<file path="src/rtl/adder_sum_serializer.sv">
// adder_sum_serializer: buffers wide sum words from the non-stallable adder
// pipeline in a small FIFO and emits each word as narrow beats, LSB first,
// on a valid/ready stream. Exposes fill for upstream throttling and a sticky
// overflow flag for any word that arrives with nowhere to go.
module adder_sum_serializer #(
   parameter int IN_WIDTH  = 1024,
   parameter int OUT_WIDTH = 128,
   parameter int DEPTH     = 2
) (
   input  logic                         clk,
   input  logic                         resetn,   // active-high despite the name
   input  logic                         in_valid,
   input  logic [IN_WIDTH-1:0]          in_data,
   output logic                         in_ready,
   output logic                         out_valid,
   input  logic                         out_ready,
   output logic [OUT_WIDTH-1:0]         out_data,
   output logic                         out_last,
   output logic [$clog2(DEPTH+1)-1:0]   fill,
   output logic                         overflow
);

   localparam int N  = IN_WIDTH / OUT_WIDTH;
   localparam int IW = (N > 1) ? $clog2(N) : 1;
   localparam int PW = (DEPTH > 1) ? $clog2(DEPTH) : 1;
   localparam int FW = $clog2(DEPTH + 1);

   // A word viewed as an array of beats; beat 0 is the least-significant slice.
   typedef logic [N-1:0][OUT_WIDTH-1:0] word_t;

   word_t         mem [DEPTH];
   logic [PW-1:0] wr_ptr, rd_ptr;
   logic [IW-1:0] idx;

   logic xfer, last_beat, pop, push, drop;

   function automatic logic [PW-1:0] ptr_inc(input logic [PW-1:0] p);
      return (p == PW'(DEPTH - 1)) ? '0 : p + PW'(1);
   endfunction

   // Handshake and FIFO decisions; a push is still allowed when full if the
   // head word leaves at the same edge, since the adder cannot be stalled.
   always_comb begin
      in_ready  = (fill < FW'(DEPTH));
      out_valid = (fill != '0);
      last_beat = (idx == IW'(N - 1));
      out_last  = out_valid && last_beat;
      out_data  = out_valid ? mem[rd_ptr][idx] : '0;
      xfer      = out_valid && out_ready;
      pop       = xfer && last_beat;
      push      = in_valid && (in_ready || pop);
      drop      = in_valid && !push;
   end

   // Word storage; data needs no reset because out_data is masked by out_valid.
   // When full with push-on-pop, wr_ptr equals rd_ptr, but the head word is
   // retired at that same edge so nothing still being sent is overwritten.
   always_ff @(posedge clk) begin
      if (push) mem[wr_ptr] <= word_t'(in_data);
   end

   // Pointers, fill count, beat index and sticky overflow.
   always_ff @(posedge clk or posedge resetn) begin
      if (resetn) begin
         wr_ptr   <= '0;
         rd_ptr   <= '0;
         idx      <= '0;
         fill     <= '0;
         overflow <= 1'b0;
      end else begin
         if (push) wr_ptr <= ptr_inc(wr_ptr);
         if (pop)  rd_ptr <= ptr_inc(rd_ptr);
         if (xfer) idx    <= last_beat ? '0 : idx + IW'(1);
         case ({push, pop})
            2'b10:   fill <= fill + FW'(1);
            2'b01:   fill <= fill - FW'(1);
            default: fill <= fill;
         endcase
         if (drop) overflow <= 1'b1;
      end
   end

endmodule

</file>
<file path="config.mk">
export PLATFORM = sky130hd
export DESIGN_NAME = adder_sum_serializer
export DESIGN_NICKNAME = d
export VERILOG_FILES = /design/src/rtl/adder_sum_serializer.sv
export SDC_FILE = /design/constraint.sdc
export NUM_CORES = 1
export LEC_CHECK = 0
export CORE_AREA = 4 4 452 454
export CTS_BUF_LIST = sky130_fd_sc_hd__clkbuf_4
export CTS_CLUSTER_SIZE = 25
export DETAILED_ROUTE_END_ITERATION = 16
export DIE_AREA = 0 0 456 458
export PLACE_DENSITY = 0.58
export SLEW_MARGIN = 20
export SYNTH_ARGS = -nofsm -noshare
export SYNTH_HDL_FRONTEND = slang
export SYNTH_SLANG_ARGS = --single-unit
export TNS_END_PERCENT = 100
</file>
<file path="constraint.sdc">
create_clock -name clk -period 81.3 [get_ports clk]
set_input_delay 16.26 -clock clk [delete_from_list [all_inputs] [get_ports clk]]
set_output_delay 16.26 -clock clk [all_outputs]
set_load 0.005 [all_outputs]
</file>
==> flow_metrics.tcl, run 1 <==
set metrics [dict create \
    start_kind "flop" \
    cp_max_fo 116 \
    critPathLaunch "rd_ptr" \
    ant_nets 0 \
    hold_path_class "reg -> reg" \
    p_per_area_nw_per_um2 35.15 \
    rr_startpoint "idx[0]" \
    first_global_vias 47120 \
    first_pass_iters 6 \
    slew_violations 0 \
    clkLatencyLatePin_ns 1.38 \
    fmax_mhz 42.29 \
    tightest_slew_ns 1.271 \
    cp_top_family "buffers and inverters" \
    p_leak_uw 0.03522 \
    htree_levels 6 \
    syn_to_final_growth_pct 26.63 \
    setup_tns_ns 0 \
    r2r_slack_ns 75.49 \
    cp_common_cell "buf_4" \
    reg2reg_depth 9 \
    period_share_pct 29.08 \
    synth_area_per_cell_um2 18.57 \
    irDropWorstVdd_mv 0.02724 \
    crit_chain "buf_12 > buf_4 > buf_4 > buf_4 > mux2i_1 > a22oi_1 > nand2_1 > o21ai_0 > clkdlybuf4s50_1" \
    syn_area_um2 79240 \
    ctsHoldBuffers 0 \
    hold_viol 0 \
    routedWlPerCell_um 27.86 \
    fp.coreArea_um2 199700 \
    clk_pin_slew_ns 0.06 \
    worstSetupEndpointType "output pin" \
    dieArea_um2 208800 \
    yosysSeqAreaShare_pct 77.86 \
    drt-total-wl_um 248300 \
    place_congestion 0.8431 \
    die_x_um 456 \
    start_util_pct 39.69 \
    io_pins 1162 \
    relSlewSlack_pct 14.35 \
    yosys_warnings 0 \
    critPathArrivalTime_ns 7.38 \
    avgViaCountPerCell 5.257 \
    pre_cts_ws_ns 59.08 \
    antenna_found_initial 181 \
    place_area_um2 93430 \
    synthCells 4267 \
    ys_types 27 \
    crit_buf_inv 5 \
    seq_area_um2 61700 \
    synthesis.nets 5298 \
    design_area_um2 100300 \
    cpPeakStageDelay_ns 1.00 \
    setup_viol 0 \
    fin_crit_ns 23.64 \
    multi_input_area_um2 16110 \
    worst-path-stages 9 \
    cts_buffers 569 \
    grt_max_degree 171 \
    cts.sinks 2056 \
    setup_slack_ns 57.66 \
    post-route-util_pct 50.26 \
    synth_seq_cells 2056 \
    grtUsageTotal_pct 22.86 \
    cts_tree "built" \
    vias 46840 \
    crit_required_ns 65.04 \
    drive_above_1_share_pct 15.10 \
    cp-endpoint "out_data[36]" \
    n_fill_cell 16810 \
    outcome "complete, no violations" \
    ctsRootBufferMaster "clkbuf_4" \
    dpl.hpwl_um 163900 \
    cts_resized 0 \
    num_rows 164 \
    clockBufferDepth 4 \
    drc 0 \
    nets 6841 \
    cap_violations 0 \
    fin_skew_ns 0.1409 \
    grt_setup_unrepaired "no" \
    crit_type "reg -> out" \
    globalRouteOverflowTotal 0 \
    critical_path.slowest_cell "dfrtp_4" \
    io_buffers 1161 \
    fp.dieH_um 458 \
    r2r-end "mem[1][487]" \
    cts_setup_buffers 0 \
    drt_iter0_drc 4414 \
    grt_pass1_wl_um 342300 \
]
==> worst min path at each step <==
stage | slack (ns) | endpoint | cells after the start | from
2_1_floorplan | 0.46 | wr_ptr | 1 | wr_ptr
3_3_place_gp | 0.46 | overflow | 1 | overflow
3_5_place_dp | 0.46 | overflow | 1 | overflow
4_1_cts | 0.47 | overflow | 1 | overflow
5_1_grt | 0.48 | overflow | 1 | overflow
6_report | 0.47 | overflow | 1 | overflow
==> layout make-up <==
cell class | instances | share of cell area, %
clock inverter | 102 | 0.5411
antenna | 96 | 0.2394
timing repair buffer | 1229 | 12.24
inverter | 3 | 0.01122
sequential | 2056 | 61.49
multi-input combinational | 1951 | 16.05
clock buffer | 817 | 6.112
tap | 2656 | 3.312
==> synth_stat cells <==
master,count,share of area (%)
buf_6,12,0.17
inv_1,3,0.014
a22oi_1,512,4.9
and2_1,1,0.0079
edfxtp_1,2048,78
a31o_2,1,0.011
xnor2_1,4,0.044
clkbuf_1,39,0.18
nor2_1,6,0.028
mux2i_1,1024,13
nand3_1,128,0.81
mux2_2,1,0.014
buf_2,109,0.69
dfrtp_1,8,0.25
nand2b_1,1,0.0079
ha_1,3,0.047
o21ai_1,18,0.11
a21o_1,1,0.0095
buf_1,21,0.099
o21ai_0,112,0.71
clkbuf_4,1,0.0095
buf_4,75,0.71
nor2b_1,3,0.024
xor2_1,1,0.011
nor3_1,1,0.0063
nand2_1,133,0.63
and3_1,1,0.0079
==> where the power goes <==
part / internal [uW] / switching [uW] / leakage, uW
Sequential: 1400 / 48.2 / 0.0189
Combinational: 465 / 732 / 0.0123
Clock: 472 / 414 / 0.00404
Total: 2330 / 1190 / 0.0352
==> worst register-to-register path, cell delays in order, from the launching register on <==
cell and delay [ns]:
dfrtp_1 0.54, ha_1 0.21, ha_1 0.21, nand2_1 0.10
nand2_1 0.09, and3_4 0.65, buf_12 0.62, buf_4 1.16
buf_4 0.91, buf_4 0.94
==> cells by family (layout without fill, tap and decap cells) <==
family / after synthesis / after routing / share of synthesized area (%)
other cells: 0 / 96 / 0
compound gates: 644 / 644 / 5.692
simple gates: 274 / 274 / 1.520
buf+inv: 260 / 2151 / 1.877
fa+ha+maj: 3 / 3 / 0.04737
xor+xnor: 5 / 5 / 0.05526
flops: 2056 / 2056 / 77.86
mux: 1025 / 1025 / 12.95
==> sequential cells by signal, indices dropped and copies added (netlist names) <==
| name | count |
|---|---|
| fill | 2 |
| wr_ptr | 1 |
| idx | 3 |
| overflow | 1 |
| rd_ptr | 1 |
| mem | 2048 |
==> stage by stage <==
step	hold slack (ns)	total power [uW]	cells
floorplan	0.4608	2456	4267
global placement	0.4571	2668	7895
detailed placement	0.4601	2676	7895
CTS	0.4729	3573	8814
global route	0.4811	3710	8880
finish	0.4669	3527	8910
==> layout by cell type (no fill, tap or decap), types with 5 or more instances in the layout <==
cell type / instances
a22oi_1: 512
buf_12: 12
buf_4: 56
bufinv_16: 5
clkbuf_4: 817
clkdlybuf4s50_1: 1161
clkinv_1: 68
clkinv_2: 7
dfrtp_1: 7
diode_2: 96
edfxtp_1: 2048
inv_2: 17
mux2i_1: 1024
nand2_1: 132
nand3_1: 128
o21ai_0: 112
o21ai_1: 18
==> routing by layer <==
layer  share of wire (%)  GRT usage, %  vias to the layer above
met5                0.12             0                        -
met4                 3.9         12.03                       50
met3                 8.0         7.413                      550
met2                  50         37.29                     2121
met1                  38         27.01                    23340
li1                    -             -                    20780
No activity file was read; power rests on OpenSTA's default activity.
==> run 2, diff against run 1 <==
--- a/config.mk
+++ b/config.mk
@@ -5,11 +5,11 @@
 export SDC_FILE = /design/constraint.sdc
 export NUM_CORES = 1
 export LEC_CHECK = 0
-export CORE_AREA = 4 4 452 454
+export CORE_AREA = 4 4 455 457
 export CTS_BUF_LIST = sky130_fd_sc_hd__clkbuf_4
 export CTS_CLUSTER_SIZE = 25
 export DETAILED_ROUTE_END_ITERATION = 16
-export DIE_AREA = 0 0 456 458
+export DIE_AREA = 0 0 459 461
 export PLACE_DENSITY = 0.58
 export SLEW_MARGIN = 20
 export SYNTH_ARGS = -nofsm -noshare
==> constraint.sdc (replaced) <==
create_clock -name clk -period 24.2 [get_ports clk]
set_input_delay 4.84 -clock clk [delete_from_list [all_inputs] [get_ports clk]]
set_output_delay 4.84 -clock clk [all_outputs]
set_load 0.005 [all_outputs]
==> run 2 against run 1 <==
Critical endpoint is now out_data[16]. Sequential share of layout area hardly changed. Worst setup slack worse by 44 ns. First-iteration DRC count is 19% lower. Critical path depth is 1 lower. Cell area hardly changed. Die area is 1.3% higher.
==> flow_metrics.tcl, run 2 (synthesized netlist as in run 1, its figures left out) <==
set metrics [dict create \
    outcome "complete, no violations" \
    grt_pass1_wl_um 335000 \
    p_leak_uw 0.03513 \
    vias 46530 \
    critical_path.slowest_cell "dfrtp_4" \
    regMostFlops "mem" \
    reg2reg_depth 10 \
    grtUsageTotal_pct 22.08 \
    place_area_um2 93490 \
    final_common_cell "edfxtp_1" \
    die_x_um 459 \
    tightest_slew_ns 1.220 \
    final_cell_mix "2048 x edfxtp_1, 1161 x clkdlybuf4s50_1, 1024 x mux2i_1" \
    ctsHoldBuffers 0 \
    avgViaCountPerCell 5.219 \
    setup_viol 0 \
    period_share_pct 45.17 \
    drive_above_1_share_pct 14.74 \
    clockBufferDepth 4 \
    irDropWorstVdd_mv 0.09861 \
    cp_max_fo 113 \
    cpPeakStageDelay_ns 0.87 \
    cts_resized 0 \
    grt_use_met3_pct 9.604 \
    io_buffers 1161 \
    grt-busiest-layer "met2" \
    start_util_pct 38.93 \
    r2r_slack_ns 18.36 \
    crit_required_ns 19.36 \
    syn_to_final_growth_pct 26.58 \
    cts.sinks 2056 \
    design_area_um2 100300 \
    cp-endpoint "out_data[16]" \
    place_congestion 0.8184 \
    cp_common_cell "buf_12" \
    antenna_found_initial 194 \
    start_kind "flop" \
    drc 0 \
    globalRouteOverflowTotal 0 \
    dpl.hpwl_um 159000 \
    fmax_mhz 91.48 \
    drt_iter0_drc 3558 \
    multi_input_area_um2 16110 \
    r2r-end "mem[0][134]" \
    htree_levels 6 \
    critPathLaunch "rd_ptr" \
    cts_buffers 560 \
    grt_setup_unrepaired "no" \
    crit_type "reg -> out" \
    ctsRootBufferMaster "clkbuf_4" \
    critPathArrivalTime_ns 6.09 \
    relSlewSlack_pct 18.69 \
    n_fill_cell 17330 \
    fin_crit_ns 10.93 \
    crit_chain "buf_12 > buf_12 > buf_4 > mux2i_1 > a22oi_1 > nand2_1 > o21ai_0 > clkdlybuf4s50_1" \
    routedWlPerCell_um 27.22 \
    p_per_area_nw_per_um2 118.1 \
    reg.largest.list "mem x2048, idx x3, fill x2" \
    grt_use_met1_pct 25.73 \
    first_pass_iters 5 \
    rr_startpoint "idx[0]" \
    ant_nets 0 \
    drt-total-wl_um 242700 \
    io_pins 1162 \
    dieArea_um2 211600 \
    clkLatencyLatePin_ns 1.34 \
    cap_violations 0 \
    grtUsageMet2_pct 35.45 \
    seq_area_um2 61700 \
    cts_tree "built" \
    fin_skew_ns 0.09017 \
    fp.dieH_um 461 \
    slew_violations 0 \
    largest_reg_flops 2048 \
    first_global_vias 47770 \
    grt_max_degree 170 \
    clk_pin_slew_ns 0.06 \
    num_rows 166 \
    setup_tns_ns 0 \
    hold_path_class "reg -> reg" \
    worstSetupEndpointType "output pin" \
    hold_viol 0 \
    nets 6825 \
    cts_setup_buffers 0 \
    fp.coreArea_um2 203500 \
]
==> run 2: critical path: cells and delay by family (launching register included) <==
family / cells / cell delay, ns
DFF: 1 / 0.87
AOI/OAI and AO/OA: 2 / 0.66
and+or+nand+nor: 1 / 0.08
muxes: 1 / 0.17
buffers and inverters: 4 / 2.61
==> run 2: layer usage <==
| metal | wire length (um) | share of wire, % | vias to the layer above |
|---|---|---|---|
| met3 | 24110 | 9.9 | 568 |
| met4 | 8434 | 3.5 | 130 |
| met2 | 116600 | 48 | 1914 |
| li1 | - | - | 20740 |
| met1 | 92670 | 38 | 23190 |
| met5 | 857 | 0.35 | - |
==> run 2: worst min-delay path by stage <==
stage,cells past startpoint,startpoint,slack [ns],endpoint
5_1_grt,1,overflow,0.52,overflow
4_1_cts,1,overflow,0.50,overflow
2_1_floorplan,1,overflow,0.47,overflow
3_5_place_dp,1,overflow,0.48,overflow
6_report,1,overflow,0.49,overflow
3_3_place_gp,1,overflow,0.46,overflow
==> run 2: through the flow <==
step | total power [uW] | cells | utilization, % | hold slack (ns) | setup WS, ns
after floorplan | 7569 | 4267 | - | 0.4663 | 3.389
after global placement | 8988 | 7920 | 45.93 | 0.4588 | 13.98
after detailed placement | 9017 | 7920 | 45.93 | 0.4837 | 13.95
after CTS | 12010 | 8829 | 49.17 | 0.4960 | 12.77
after global routing | 12470 | 8878 | 49.23 | 0.5206 | 12.76
final | 11840 | 8916 | 49.28 | 0.4907 | 13.27
==> run 2: where the power goes <==
group          internal, uW  switching [uW]  leakage (uW)
combinational          1570            2480        0.0123
sequential             4690             153        0.0189
clock                  1560            1380       0.00397
total                  7820            4020        0.0351
==> run 2: final cells by class <==
type / count / share of cell area, %
sequential: 2056 / 61.52
clock buffer: 796 / 5.958
tap: 2688 / 3.353
multi-input combinational: 1951 / 16.06
clock inverter: 113 / 0.6137
inverter: 3 / 0.01123
antenna: 87 / 0.2170
timing repair buffer: 1222 / 12.27
